## config.mk

```make
export PLATFORM = sky130hd
export DESIGN_NAME = mix_slot_sequencer
export DESIGN_NICKNAME = d
export VERILOG_FILES = /design/src/rtl/mix_slot_sequencer.sv
export SDC_FILE = /design/constraint.sdc
export NUM_CORES = 1
export LEC_CHECK = 0
export CORE_ASPECT_RATIO = 0.8
export CORE_MARGIN = 2
export CORE_UTILIZATION = 51
export CTS_BUF_LIST = sky130_fd_sc_hd__clkbuf_16
export DETAILED_ROUTE_END_ITERATION = 10
export PLACE_DENSITY = 0.84
export SLEW_MARGIN = 20
export SYNTH_ARGS = -nofsm -noshare
export SYNTH_HDL_FRONTEND = slang
export SYNTH_SLANG_ARGS = --single-unit
```

## constraint.sdc

```tcl
create_clock -name sCLK_XVXENVS -period 3.4 [get_ports sCLK_XVXENVS]
set_input_delay 0.85 -clock sCLK_XVXENVS [delete_from_list [all_inputs] [get_ports sCLK_XVXENVS]]
set_output_delay 0.85 -clock sCLK_XVXENVS [all_outputs]
set_load 0.05 [all_outputs]
```

## src/rtl/mix_slot_sequencer.sv

```systemverilog
// Per-sample frame scheduler: sweeps the {voice, osc, env} slot index once per
// tick, emits osc/voice pipeline strobes, drains, then pulses frame_done.
module mix_slot_sequencer #(
  parameter int VOICES       = 8,
  parameter int V_OSC        = 4,
  parameter int O_ENVS       = 2,
  parameter int V_WIDTH      = 3,
  parameter int O_WIDTH      = 2,
  parameter int OE_WIDTH     = 1,
  parameter int E_WIDTH      = O_WIDTH + OE_WIDTH,
  parameter int OSC_STAGES   = 4,
  parameter int VOICE_STAGES = 3,
  parameter int DRAIN_CYC    = 4
) (
  input  logic                       sCLK_XVXENVS,
  input  logic                       iRST,
  input  logic                       iSAMPLE_TICK,
  input  logic                       enable,
  input  logic                       clr_overrun,
  output logic [V_WIDTH+E_WIDTH-1:0] xxxx,
  output logic                       xxxx_zero,
  output logic [OSC_STAGES-1:0]      osc_stb,
  output logic [VOICE_STAGES-1:0]    voice_stb,
  output logic                       busy,
  output logic                       frame_done,
  output logic                       overrun,
  output logic [15:0]                frame_cnt
);

  localparam int SLOTS = VOICES * V_OSC * O_ENVS;
  localparam int SW    = V_WIDTH + E_WIDTH;
  localparam int DW    = $clog2(DRAIN_CYC + 1);

  // The drain window must cover the deepest strobe pipeline.
  if (DRAIN_CYC < OSC_STAGES || DRAIN_CYC < VOICE_STAGES) begin : g_drain_too_short
    $error("DRAIN_CYC must be >= max(OSC_STAGES, VOICE_STAGES)");
  end

  typedef enum logic [1:0] {IDLE, RUN, DRAIN} state_t;

  state_t                  state, state_nxt;
  logic [SW-1:0]           xxxx_nxt;
  logic [DW-1:0]           drain_cnt, drain_nxt;
  logic                    last_slot, last_drain;
  logic                    osc_s0, voice_s0;
  logic [OSC_STAGES-2:0]   osc_dly;
  logic [VOICE_STAGES-2:0] voice_dly;

  assign last_slot  = (xxxx == SW'(SLOTS - 1));
  assign last_drain = (drain_cnt == DW'(DRAIN_CYC - 1));

  assign frame_done = (state == DRAIN) && last_drain;
  assign xxxx_zero  = (state == RUN) && (xxxx == '0);
  assign osc_s0     = (state == RUN) && (xxxx[OE_WIDTH-1:0] == '0);
  assign voice_s0   = (state == RUN) && (xxxx[E_WIDTH-1:0] == '0);
  assign osc_stb    = {osc_dly, osc_s0};
  assign voice_stb  = {voice_dly, voice_s0};

  always_comb begin
    state_nxt = state;
    xxxx_nxt  = '0;
    drain_nxt = '0;
    case (state)
      IDLE:  if (iSAMPLE_TICK && enable) state_nxt = RUN;
      RUN: begin
        if (last_slot) state_nxt = DRAIN;
        else           xxxx_nxt  = xxxx + SW'(1);
      end
      DRAIN: begin
        if (last_drain) state_nxt = IDLE;
        else            drain_nxt = drain_cnt + DW'(1);
      end
      default: state_nxt = IDLE;
    endcase
  end

  always_ff @(posedge sCLK_XVXENVS) begin
    if (iRST) begin
      state     <= IDLE;
      xxxx      <= '0;
      drain_cnt <= '0;
      busy      <= 1'b0;
      overrun   <= 1'b0;
      frame_cnt <= '0;
      osc_dly   <= '0;
      voice_dly <= '0;
    end else begin
      state     <= state_nxt;
      xxxx      <= xxxx_nxt;
      drain_cnt <= drain_nxt;
      busy      <= (state_nxt != IDLE);
      // A lost tick outranks a simultaneous clear.
      if (iSAMPLE_TICK && state != IDLE) overrun <= 1'b1;
      else if (clr_overrun)              overrun <= 1'b0;
      if (frame_done) frame_cnt <= frame_cnt + 16'd1;
      osc_dly[0]   <= osc_s0;
      voice_dly[0] <= voice_s0;
      for (int k = 1; k < OSC_STAGES - 1; k++)   osc_dly[k]   <= osc_dly[k-1];
      for (int k = 1; k < VOICE_STAGES - 1; k++) voice_dly[k] <= voice_dly[k-1];
    end
  end

endmodule

```

### Word-level counts from Yosys, hierarchy flattened

Cells that the tools add are included.

* mux-type cells: 6
* eq/ne operators: 4
* add/sub/neg operators: 3
* bitwise operators: 3
* reduce and logical (&&, ||, !) cells: 14

Operators with widths (count)
* 16-bit by 1-bit adder with 16-bit output (second input constant): 1
* 6-bit by 1-bit adder with 6-bit output (second input constant): 1
* 6-bit equality test (second input constant): 1
* 1-bit logical AND: 6
* 6-bit logical NOT: 1
* 2-bit two-way mux: 3
* 2-bit one-hot mux with 3 select lines: 1
* 2-bit nonzero test: 3
* 3-bit OR reduction: 2
* 3-bit by 1-bit adder with 3-bit output (second input constant): 1
* 3-bit by 2-bit equality test with 1-bit output (second input constant): 1
* 3-bit logical NOT: 1
* 1-bit NOT: 3
* 2-bit by 1-bit equality test with 1-bit output (second input constant): 1
* 2-bit equality test (second input constant): 1
* 2-bit logical NOT: 1
* 1-bit two-way mux: 2

* register bits after elaboration: 34
* word-level logic and storage cells: 38
* input port bits: 5

### Depth between registers and ports, before layout

Gate-level depths: netlist (run 1).

* depth after elaboration: 4
* mapped depth: 7
* mapped depth without buffers: 6

### Least setup slack after synthesis (run 1)

OpenSTA, ideal clock, no wires.

* kind: register -> output
* start point: register xxxx[0]
* end point: output xxxx_zero
* arrival: 2.543 ns
* path slack: 0.007 ns
* buffers on the path: 0
* stages on the path, launching flop included: 6
* path through: dfxtp_1 -> inv_1 -> ha_1 -> nand2b_1 -> nor2_1 -> nor4b_1

* word-level cells in the longest chain between the ends: 2

Ends and longest elaborated chain
* start, declared: RTL line 20 `output logic [V_WIDTH+E_WIDTH-1:0] xxxx,`
* start signal, assigned: RTL line 89 `xxxx <= xxxx_nxt;`
* 6-bit logical NOT: RTL line 53 `assign xxxx_zero = (state == RUN) && (xxxx == '0);`
* 1-bit logical AND: RTL line 53
* end, declared: RTL line 21 `output logic xxxx_zero,`

Every way passes these cells.

### Worst setup path in the final report (run 1)

Same ends and word-level chain as after synthesis.

==> results.cfg, run 1 <==
[outcome]
outcome = completed

[route]
viasPerCell = 5.223
wl_per_cell_um = 13.65
postRouteAntennaNets = 0
wirelength_mm = 3.181
drcViolationCount = 0
first_pass_iters = 4
vias = 1217
drt_iter0_markers = 66

[sta]
finalCritPeriodShare = 0.8834
slew_headroom = 0.6572
rsz0062_at_grt = no
post-route-min-period_ps = 3003
slew_violations = 0
finalHoldViolations = 0
fmax_mhz = 333.0
setup_tns_ps = 0
finClkSkew_ps = 3.248
tightest_slew_ps = 512.6
setup_viol = 0

[final_layout]
drive_gt1_frac = 0.08205
diodes = 0
area_growth_pct = 35.40
mostFrequentLayoutCells = 37 x clkdlybuf4s50_1, 34 x dfxtp_1, 26 x nor2_1
final_common_cell = clkdlybuf4s50_1
final_cells = 233
layout.nets = 204

[power_and_ir_drop]
power.share.clock = 0.473
intPower_mw = 0.6887
switching_share = 0.2206
power_mw = 0.8837
power_density_nw_per_um2 = 449.3
combPwrFrac = 0.066
ir_worst_vdd_mv = 0.4538
p_leak_nw = 0.7595
power_frac_seq = 0.461
p_switching_mw = 0.1950

[global_route]
grt_pass1_wl_mm = 5.257
grt_max_degree = 26
antenna_found_initial = 0
track_usage = 0.2150
grt_pass1_vias = 1195
gr-total-overflow = 0

[floorplanning]
io_pins = 38
start_util = 0.5294
die_y_um = 51.74
die_x_um = 63.67
rows = 17
core-area_um2 = 2744
dieArea_um2 = 3294

[logic_synthesis]
ys_types = 40
synth-edff-count = 0
synth.yosys.seq_area_share = 0.4686
post-synth-top-area-fraction = 0.4686
avgSynthCellArea_um2 = 9.372
syn_inst = 155
yosys-top-cells-area = dfxtp_1 47%, nor2_1 6.7%, xnor2_1 6.0%
synth_seq_cells = 34
yosys.area.top_type = dfxtp_1
synthArstFlopShare = 0
syn_area_um2 = 1453
syn_nets = 165
synth_warnings = 0
synth_ff_type = dfxtp_1

[flow_run]
maxCapViolCount = 0

[worst_setup_path]
worstPathMaxFanout = 6
critPathSlowestCell = clkdlybuf4s50_1
slowest_delay_ps = 860
start_kind = flop
path_cells = inv_1 -> ha_1 -> nand2b_1 -> nor2_1 -> nor4b_1 -> clkdlybuf4s50_1
cp_num_buf_inv = 2
critPathKind = reg2out
cp.arrival_ps = 2150
cp.required_ps = 2550
path_delay_family = buffers and inverters
end_kind = output pin

[clock_tree]
cts_tree = yes
insertion_delay_ps = 280
post_cts.repair.setup_buffers = 0
cts_root_buf = clkbuf_16
cts.clk_slew.worst_paths_ps = 50
hold_buffers = 0
cts_htree_levels = 2
cts_max_path_buffers = 2
clock_sinks = 34
cts_resized = 0
numCtsBuffers = 5

[placed_design]
gp_congestion = 0.7426
dp.cells = 225
dp_hpwl_mm = 2.229
portBuffers = 37

[hold_path]
hold_class = reg2reg
==> registers in the layout, summed over array words and instances (netlist names) <==
| name | cells |
|---|---|
| voice_dly | 2 |
| busy | 1 |
| frame_cnt | 16 |
| xxxx | 6 |
| drain_cnt | 3 |
| state | 2 |
| overrun | 1 |
| osc_dly | 3 |
==> cell type report <==
cell class / count / area, um2
clock buffer: 5 / 125.1
tap: 38 / 47.55
timing repair buffer: 38 / 377.9
sequential: 34 / 680.7
inverter: 6 / 22.52
clock inverter: 3 / 12.51
fill: 189 / 777.0
multi-input combinational: 109 / 700.7
==> per-stage QoR <==
stage | hold WS [ps] | setup slack [ps] | cell area, um2 | util
after floorplan | 399.2 | 6.684 | 1453 | -
after global routing | 458.1 | 277.6 | 1967 | 0.7168
final | 429.3 | 396.6 | 1967 | 0.7168
after detailed placement | 426.7 | 698.2 | 1829 | 0.6667
after CTS | 433.3 | 406.6 | 1967 | 0.7168
after global placement | 406.8 | 764.3 | 1829 | 0.6667
==> per-layer routing <==
metal	part of all wire	track usage	wire (um)
met1	0.45	0.2180	1420
met2	0.49	0.3807	1563
met3	0.034	0.06926	107
met4	0.028	0.1522	89
met5	0	0	0
==> Yosys cell counts, types with 2 or more instances <==
master and n:
nor3_1 4, xnor2_1 10, xor2_1 5, nor2_1 26
a21oi_1 7, nand3_1 7, nor2b_1 3, inv_1 5
o21ai_1 2, and3_1 3, nand2b_1 3, buf_6 2
buf_4 3, ha_1 5, nand4_1 3, nand2_1 9
nor4_1 2, dfxtp_1 34
==> power groups by stage <==
stage | clock (mW) | combinational, mW | sequential, mW
after CTS | 0.426 | 0.0586 | 0.407
after global placement | 0 | 0.0574 | 0.415
after detailed placement | 0 | 0.0578 | 0.416
after global routing | 0.444 | 0.0616 | 0.408
after floorplan | 0 | 0.0263 | 0.429
final | 0.418 | 0.0583 | 0.408
==> worst paths after layout <==
check	slack [ps]	from	endpoint	depth (start not counted)
worst min-delay path	430	drain_cnt[0]	drain_cnt[0]	1
worst min register to register	430	drain_cnt[0]	drain_cnt[0]	1
worst max register to register	1430	drain_cnt[0]	frame_cnt[14]	6
worst max-delay path	400	xxxx[0]	xxxx_zero	6
==> logic make-up (layout without fill, tap and decap cells) <==
group | count (synthesis) | after routing | synth area share
XOR/XNOR | 15 | 15 | 0.09044
buffers and inverters | 12 | 52 | 0.04909
adder cells (fa/ha/maj) | 5 | 5 | 0.04307
AND/OR/NAND/NOR | 75 | 75 | 0.2920
AO/OA/AOI/OAI | 14 | 14 | 0.05685
flip-flops | 34 | 34 | 0.4686
(Power assumes the default switching activity.)
==> run 2, diff against run 1 <==
--- a/config.mk
+++ b/config.mk
@@ -11,7 +11,7 @@
 export CTS_BUF_LIST = sky130_fd_sc_hd__clkbuf_16
 export DETAILED_ROUTE_END_ITERATION = 10
 export PLACE_DENSITY = 0.84
-export SLEW_MARGIN = 20
 export SYNTH_ARGS = -nofsm -noshare
 export SYNTH_HDL_FRONTEND = slang
 export SYNTH_SLANG_ARGS = --single-unit
+export TNS_END_PERCENT = 20
==> results of run 2 <==
The final DEF is identical to that of run 1; final timing and power are the same.
